--- config.mk ---
export PLATFORM = sky130hd
export DESIGN_NAME = wb_port_arbiter_flat
export DESIGN_NICKNAME = d
export VERILOG_FILES = /design/src/rtl/wb_arb_pkg.sv /design/src/rtl/wb_port_arbiter_if.sv /design/src/rtl/wb_starve_counter.sv /design/src/rtl/wb_port_arbiter.sv /design/src/flat_wrapper.sv
export SDC_FILE = /design/constraint.sdc
export NUM_CORES = 1
export LEC_CHECK = 0
export CAP_MARGIN = 20
export CORE_ASPECT_RATIO = 2
export CORE_MARGIN = 2
export CORE_UTILIZATION = 34
export CTS_CLUSTER_DIAMETER = 30
export CTS_CLUSTER_SIZE = 16
export DETAILED_ROUTE_END_ITERATION = 8
export HOLD_SLACK_MARGIN = 0.08
export PLACE_DENSITY = 0.8
export RECOVER_POWER = 50
export SYNTH_ARGS = -nofsm -noshare
export SYNTH_HDL_FRONTEND = slang
export SYNTH_HIERARCHICAL = 1
export SYNTH_SLANG_ARGS = --single-unit
--- constraint.sdc ---
create_clock -name clock -period 3.57 [get_ports clock]
set_clock_uncertainty 0.2 [all_clocks]
set_input_delay 0.714 -clock clock [delete_from_list [all_inputs] [get_ports clock]]
set_output_delay 0.714 -clock clock [all_outputs]
set_load 0.01 [all_outputs]
--- src/rtl/wb_arb_pkg.sv ---
// Shared types and status codes for the writeback port arbiter.
// Holds the pending multdiv entry layout and the hazard-match helper.
package wb_arb_pkg;

  localparam logic [31:0] RS_ADD_OVF  = 32'd1;
  localparam logic [31:0] RS_ADDI_OVF = 32'd2;
  localparam logic [31:0] RS_SUB_OVF  = 32'd3;
  localparam logic [31:0] RS_MUL_OVF  = 32'd4;
  localparam logic [31:0] RS_DIV_ZERO = 32'd5;

  typedef struct packed {
    logic        pv;
    logic [4:0]  preg;
    logic [31:0] pdata;
    logic        pexc;
    logic [31:0] pcode;
    logic        pkill;
  } pend_entry_t;

  // A killed entry no longer writes its register, so it cannot be a hazard.
  function automatic logic hz_match(input pend_entry_t pend, input logic [4:0] src);
    return pend.pv && !pend.pkill && (pend.preg != 5'd0) && (src == pend.preg);
  endfunction

endpackage

--- src/rtl/wb_port_arbiter_if.sv ---
// Bus bundle between the W stage / multdiv producers and the port arbiter.
// master = producer/consumer side, slave = the arbiter itself.
interface wb_port_arbiter_if;

  logic        wb_valid;
  logic [4:0]  wb_reg;
  logic [31:0] wb_data;
  logic        wb_exc;
  logic [31:0] wb_code;

  logic        md_valid;
  logic        md_ready;
  logic [4:0]  md_reg;
  logic [31:0] md_data;
  logic        md_exc;
  logic [31:0] md_code;

  logic        pipe_stall;
  logic [4:0]  hz_reg_a;
  logic [4:0]  hz_reg_b;
  logic        hz_a;
  logic        hz_b;

  logic        ctrl_writeEnable;
  logic [4:0]  ctrl_writeReg;
  logic [31:0] data_writeReg;
  logic        rs_write;
  logic [31:0] rs_writeData;

  modport master (
    output wb_valid, wb_reg, wb_data, wb_exc, wb_code,
    output md_valid, md_reg, md_data, md_exc, md_code,
    output hz_reg_a, hz_reg_b,
    input  md_ready, pipe_stall, hz_a, hz_b,
    input  ctrl_writeEnable, ctrl_writeReg, data_writeReg, rs_write, rs_writeData
  );

  modport slave (
    input  wb_valid, wb_reg, wb_data, wb_exc, wb_code,
    input  md_valid, md_reg, md_data, md_exc, md_code,
    input  hz_reg_a, hz_reg_b,
    output md_ready, pipe_stall, hz_a, hz_b,
    output ctrl_writeEnable, ctrl_writeReg, data_writeReg, rs_write, rs_writeData
  );

endinterface

--- src/rtl/wb_starve_counter.sv ---
// Counts cycles a pending multdiv result is held and raises a one-cycle
// pipe_stall at STARVE_LIMIT. Only instantiated under WB_ARB_STARVE_EN.
module wb_starve_counter #(
  parameter int STARVE_LIMIT = 4,
  parameter int CNT_W        = 4
) (
  input  logic clock,
  input  logic ctrl_reset,
  input  logic i_pv,
  input  logic i_grant_md,
  output logic o_pipe_stall
);

  logic [CNT_W-1:0] r_cnt;
  logic [CNT_W-1:0] w_cnt_inc;
  logic             r_stall;

  assign w_cnt_inc = r_cnt + CNT_W'(1);

  // The stall cycle always grants md, which clears the count, so the stall is one cycle wide.
  always_ff @(posedge clock) begin
    if (ctrl_reset) begin
      r_cnt   <= '0;
      r_stall <= 1'b0;
    end else if (!i_pv || i_grant_md) begin
      r_cnt   <= '0;
      r_stall <= 1'b0;
    end else begin
      r_cnt   <= w_cnt_inc;
      r_stall <= (w_cnt_inc == CNT_W'(STARVE_LIMIT));
    end
  end

  assign o_pipe_stall = r_stall;

endmodule

--- src/rtl/wb_port_arbiter.sv ---
// Shares the regfile write port and $rstatus port between W stage and multdiv.
// Define WB_ARB_STARVE_EN to enable the starvation counter and forced drain.
module wb_port_arbiter
  import wb_arb_pkg::*;
#(
  parameter int STARVE_LIMIT = 4,
  parameter int CNT_W        = 4
) (
  input logic               clock,
  input logic               ctrl_reset,
  wb_port_arbiter_if.slave  bus
);

  pend_entry_t r_pend;
  logic        w_pipe_stall;
  logic        w_grant_wb;
  logic        w_grant_md;
  logic        w_md_ready;
  logic        w_accept;
  logic        w_waw;

`ifdef WB_ARB_STARVE_EN
  wb_starve_counter #(
    .STARVE_LIMIT (STARVE_LIMIT),
    .CNT_W        (CNT_W)
  ) u_starve (
    .clock        (clock),
    .ctrl_reset   (ctrl_reset),
    .i_pv         (r_pend.pv),
    .i_grant_md   (w_grant_md),
    .o_pipe_stall (w_pipe_stall)
  );
`else
  logic [CNT_W-1:0] w_unused_limit;
  assign w_unused_limit = CNT_W'(STARVE_LIMIT);
  assign w_pipe_stall   = 1'b0;
`endif

  assign w_grant_wb = !ctrl_reset && bus.wb_valid && !w_pipe_stall;
  assign w_grant_md = !ctrl_reset && r_pend.pv && (!bus.wb_valid || w_pipe_stall);
  assign w_md_ready = !ctrl_reset && (!r_pend.pv || w_grant_md);
  assign w_accept   = bus.md_valid && w_md_ready;
  assign w_waw      = w_grant_wb && r_pend.pv && (r_pend.preg != 5'd0) &&
                      (bus.wb_reg == r_pend.preg);

  // Accept can coincide with a drain but never with a WAW kill (kill needs a wb grant).
  always_ff @(posedge clock) begin
    if (ctrl_reset) begin
      r_pend.pv    <= 1'b0;
      r_pend.pkill <= 1'b0;
    end else if (w_accept) begin
      r_pend <= '{pv: 1'b1, preg: bus.md_reg, pdata: bus.md_data,
                  pexc: bus.md_exc, pcode: bus.md_code, pkill: 1'b0};
    end else if (w_grant_md) begin
      r_pend.pv    <= 1'b0;
      r_pend.pkill <= 1'b0;
    end else if (w_waw) begin
      r_pend.pkill <= 1'b1;
    end
  end

  always_comb begin
    bus.ctrl_writeEnable = 1'b0;
    bus.ctrl_writeReg    = 5'd0;
    bus.data_writeReg    = 32'd0;
    bus.rs_write         = 1'b0;
    bus.rs_writeData     = 32'd0;
    if (w_grant_wb) begin
      bus.ctrl_writeEnable = (bus.wb_reg != 5'd0);
      bus.ctrl_writeReg    = bus.wb_reg;
      bus.data_writeReg    = bus.wb_data;
      bus.rs_write         = bus.wb_exc;
      bus.rs_writeData     = bus.wb_code;
    end else if (w_grant_md) begin
      bus.ctrl_writeEnable = (r_pend.preg != 5'd0) && !r_pend.pkill;
      bus.ctrl_writeReg    = r_pend.preg;
      bus.data_writeReg    = r_pend.pdata;
      bus.rs_write         = r_pend.pexc;
      bus.rs_writeData     = r_pend.pcode;
    end
  end

  assign bus.md_ready   = w_md_ready;
  assign bus.pipe_stall = w_pipe_stall && !ctrl_reset;
  assign bus.hz_a       = !ctrl_reset && hz_match(r_pend, bus.hz_reg_a);
  assign bus.hz_b       = !ctrl_reset && hz_match(r_pend, bus.hz_reg_b);

endmodule

--- src/flat_wrapper.sv ---
// flat-port wrapper written by rule: the top's interface ports become plain ports
module wb_port_arbiter_flat import wb_arb_pkg::*;
#(
  parameter int STARVE_LIMIT = 4,
  parameter int CNT_W        = 4
)
  (clock, ctrl_reset, bus_wb_valid, bus_wb_reg, bus_wb_data, bus_wb_exc, bus_wb_code, bus_md_valid, bus_md_reg, bus_md_data, bus_md_exc, bus_md_code, bus_hz_reg_a, bus_hz_reg_b, bus_md_ready, bus_pipe_stall, bus_hz_a, bus_hz_b, bus_ctrl_writeEnable, bus_ctrl_writeReg, bus_data_writeReg, bus_rs_write, bus_rs_writeData);
  wb_port_arbiter_if bus_i ();
  input logic clock;
  input logic ctrl_reset;
  input wire logic [$bits(bus_i.wb_valid)-1:0] bus_wb_valid;
  input wire logic [$bits(bus_i.wb_reg)-1:0] bus_wb_reg;
  input wire logic [$bits(bus_i.wb_data)-1:0] bus_wb_data;
  input wire logic [$bits(bus_i.wb_exc)-1:0] bus_wb_exc;
  input wire logic [$bits(bus_i.wb_code)-1:0] bus_wb_code;
  input wire logic [$bits(bus_i.md_valid)-1:0] bus_md_valid;
  input wire logic [$bits(bus_i.md_reg)-1:0] bus_md_reg;
  input wire logic [$bits(bus_i.md_data)-1:0] bus_md_data;
  input wire logic [$bits(bus_i.md_exc)-1:0] bus_md_exc;
  input wire logic [$bits(bus_i.md_code)-1:0] bus_md_code;
  input wire logic [$bits(bus_i.hz_reg_a)-1:0] bus_hz_reg_a;
  input wire logic [$bits(bus_i.hz_reg_b)-1:0] bus_hz_reg_b;
  output wire logic [$bits(bus_i.md_ready)-1:0] bus_md_ready;
  output wire logic [$bits(bus_i.pipe_stall)-1:0] bus_pipe_stall;
  output wire logic [$bits(bus_i.hz_a)-1:0] bus_hz_a;
  output wire logic [$bits(bus_i.hz_b)-1:0] bus_hz_b;
  output wire logic [$bits(bus_i.ctrl_writeEnable)-1:0] bus_ctrl_writeEnable;
  output wire logic [$bits(bus_i.ctrl_writeReg)-1:0] bus_ctrl_writeReg;
  output wire logic [$bits(bus_i.data_writeReg)-1:0] bus_data_writeReg;
  output wire logic [$bits(bus_i.rs_write)-1:0] bus_rs_write;
  output wire logic [$bits(bus_i.rs_writeData)-1:0] bus_rs_writeData;
  assign bus_i.wb_valid = bus_wb_valid;
  assign bus_i.wb_reg = bus_wb_reg;
  assign bus_i.wb_data = bus_wb_data;
  assign bus_i.wb_exc = bus_wb_exc;
  assign bus_i.wb_code = bus_wb_code;
  assign bus_i.md_valid = bus_md_valid;
  assign bus_i.md_reg = bus_md_reg;
  assign bus_i.md_data = bus_md_data;
  assign bus_i.md_exc = bus_md_exc;
  assign bus_i.md_code = bus_md_code;
  assign bus_i.hz_reg_a = bus_hz_reg_a;
  assign bus_i.hz_reg_b = bus_hz_reg_b;
  assign bus_md_ready = bus_i.md_ready;
  assign bus_pipe_stall = bus_i.pipe_stall;
  assign bus_hz_a = bus_i.hz_a;
  assign bus_hz_b = bus_i.hz_b;
  assign bus_ctrl_writeEnable = bus_i.ctrl_writeEnable;
  assign bus_ctrl_writeReg = bus_i.ctrl_writeReg;
  assign bus_data_writeReg = bus_i.data_writeReg;
  assign bus_rs_write = bus_i.rs_write;
  assign bus_rs_writeData = bus_i.rs_writeData;
  wb_port_arbiter #(.STARVE_LIMIT(STARVE_LIMIT), .CNT_W(CNT_W)) u_core (.clock(clock), .ctrl_reset(ctrl_reset), .bus(bus_i));
endmodule
==> results.cfg <==
[outcome]
status = complete, but fails checks
failed_checks = capacitance limit, slew limit

[cts]
max-clock-path-buffers = 2
clk_latency_ps = 320
clockRootBuffer = clkbuf_16
cts.sinks = 72
cts_hold_buf = 0
clk_pin_slew_ps = 50
cts_tree = done
cts_buffers = 9
htreeDepth = 3

[layout]
largest-register = u_core/r_pend
largest_reg_flops = 72
drive_gt1_share_pct = 6.834
final_nets = 588
area_growth_pct = 92.54
reg_top3 = u_core/r_pend: 72 flops
fillers = 662
fin_area_um2 = 6003
instances_no_fill = 546

[routing]
wl_per_cell_um = 19.56
num_vias = 2795
antenna_left = 0
post-route-drc-count = 0
vias_per_cell = 5.119
drtIter0Drc = 119
wl_mm = 10.68
drtPass1Iterations = 4

[synthesis]
syn-cell-area_um2 = 3118
syn_inst = 200
ys_seq_area_share_pct = 68.70
synth_fp_nets = 354
synth_cell_types = 24
synthArstFlopShare_pct = 0
postSynthAreaPerCell_um2 = 15.59
ys_warn_count = 6
synth_ff_type = edfxtp_1
synth-edff-count = 70
synth_seq_cells = 72

[worst_setup_path]
worst_ep_arrival_time_ps = 2620
setup.worst_path.start_class = input port
path_cells = clkdlybuf4s50_1 -> nand2b_1 -> buf_4 -> nor2_4 -> buf_4 -> buf_12 -> a22o_1 -> clkdlybuf4s50_1
critPathMaxStageDelay_ps = 570
timing.rr.end = u_core/r_pend[1]
critPathBufInv = 5
rr_worst_depth = 3
cp_top_family = buffers and inverters
r2r_slack_ps = 1080
critical_path.max_fanout = 21
critPathRequiredTime_ps = 2660
rr_startpoint = u_core/r_pend[71]
crit_type = input port to output pin
endpoint_kind = output pin
cpMaxStageDelayCell = clkdlybuf4s50_1

[job]
cap_violations = 1

[worst_hold_path]
min_path_cells = 1
hp-start = u_core/r_pend[0]
hold_path_class = flip-flop to flip-flop
worstHoldEndpoint = u_core/r_pend[0]

[pwr]
leakage_nw = 2.303
ir_drop_v = 0.0003102
power_density_nw_per_um2 = 385.0

[grt]
grt_pass1_wl_mm = 15.52
antenna_found_initial = 6
grt_pass1_vias = 2949
grt_max_degree = 42
grt_usage_pct = 20.76
grt-ovfl-total = 0

[placement]
dpl.cell_count = 520
dp.final_hpwl_mm = 8.050
gp_congestion = 0.8959
dpl_cell_area_um2 = 5585
dp_slack_ps = 82.31
port-buffer-count = 227

[sta]
fmax_mhz = 283.2
worst_slack_ps = 39.38
relSlewSlack_pct = -0.1016
period_share_pct = 98.90
hold_viol = 0
worstMarginPinSlew_ps = 1501
finalSetupViolations = 0
drv_slew = 18
layout_min_cycle_time_ps = 3531

[floorplanning]
core_area_um2 = 8951
die_width_um = 71.72
dieArea_um2 = 9999
rows = 49
die_h_um = 139.4
ioPinCount = 229
initial_core_util_pct = 34.83
worst max-delay path by stage:
stage | startpoint | to | depth (start not counted)
final | ctrl_reset | bus_rs_writeData[27] | 8
after global routing | ctrl_reset | bus_rs_writeData[19] | 8
after global placement | ctrl_reset | bus_rs_writeData[27] | 7
after detailed placement | ctrl_reset | bus_hz_b | 5
after floorplan | bus_wb_valid | u_core/r_pend[10] | 3
after CTS | ctrl_reset | bus_rs_writeData[27] | 7
Yosys cell counts, types with 2 or more instances:
| cell type | n | area [um^2] |
|---|---|---|
| nand3_1 | 3 | 15.01 |
| dfxtp_1 | 2 | 40.04 |
| nor4_1 | 3 | 18.77 |
| edfxtp_1 | 70 | 2102 |
| or4_1 | 2 | 15.01 |
| a22o_1 | 69 | 604.3 |
| buf_2 | 15 | 75.07 |
| a21oi_1 | 3 | 15.01 |
| xnor2_1 | 11 | 96.34 |
| nor2_1 | 5 | 18.77 |
| xor2_1 | 4 | 35.03 |
kinds of logic (layout without fill, tap and decap cells):
| group | Yosys count | count (layout) | synth area share [%] |
|---|---|---|---|
| AOI/OAI and AO/OA | 76 | 76 | 20.87 |
| xor gates and xnor gates | 15 | 15 | 4.213 |
| buffers and inverters | 18 | 257 | 2.929 |
| DFF | 72 | 72 | 68.70 |
| other | 1 | 6 | 0.1203 |
| and+or+nand+nor | 18 | 18 | 3.171 |
per-layer routing:
| metal | GRT usage, % | wire length (um) | vias to the layer above |
|---|---|---|---|
| li1 | - | - | 1297 |
| met1 | 21.75 | 3609 | 1304 |
| met2 | 36.26 | 5832 | 157 |
| met3 | 5.720 | 813 | 33 |
| met4 | 11.62 | 399 | 4 |
| met5 | 0 | 27 | - |
worst register-to-register path, cell delays in order (launching register included):
cell and delay, ps:
dfxtp_1 350, a21oi_1 180, and2_0 1150, buf_12 310
repair_timing:
item / in CTS / in global routing
resized for setup: 0 / 10
setup buffers: 0 / 3
setup endpoints to repair: 0 / 10
power by group:
group	internal (mW)	total [mW]	switching, mW
Clock	0.608	0.931	0.323
Sequential	0.971	0.987	0.0160
Combinational	0.260	0.394	0.133
Total	1.84	2.31	0.472
per-stage QoR:
| step | utilization [%] | setup TNS [ps] | hold WS (ps) | power [mW] |
|---|---|---|---|---|
| 2_1_floorplan | - | 0 | 256.3 | 1.116 |
| 3_3_place_gp | 62.40 | 0 | 275.0 | 1.399 |
| 3_5_place_dp | 62.40 | 0 | 314.4 | 1.409 |
| 4_1_cts | 65.89 | 0 | 328.6 | 2.343 |
| 5_1_grt | 67.01 | -601.1 | 362.3 | 2.386 |
| 6_report | 67.07 | 0 | 329.6 | 2.311 |
final cells by class:
cell class	instances	area, um^2	share of cell area [%]
flip-flops and latches	72	2142	35.68
clock inverters	6	83.83	1.396
multi-input cells	110	899.6	14.99
diodes	5	12.51	0.2084
clock buffers	10	229.0	3.814
repair buffers	241	2509	41.79
well taps	102	127.6	2.126
placed cells by master, fill, tap and decap left out:
cell type and n:
xnor2_1 11, diode_2 5, nor2b_4 1, a21oi_1 3, or4_1 2, conb_1 1, clkbuf_1 2, o41ai_1 1
xor2_1 4, a22o_1 69, bufinv_16 2, buf_4 5, nor2_4 1, clkdlybuf4s50_1 147, or3_1 1, dlymetal6s2s_1 10
nand3_1 3, o21a_1 1, clkbuf_16 11, dfxtp_1 2, buf_12 6, nor2_1 4, clkinv_1 1, edfxtp_1 70
a22o_2 1, nand4_1 1, clkinvlp_4 2, nand2b_1 1, nor4_1 3, and2_0 1, o21ai_0 1, clkinv_2 1
dlygate4sd3_1 70
(Power assumes the default switching activity.)
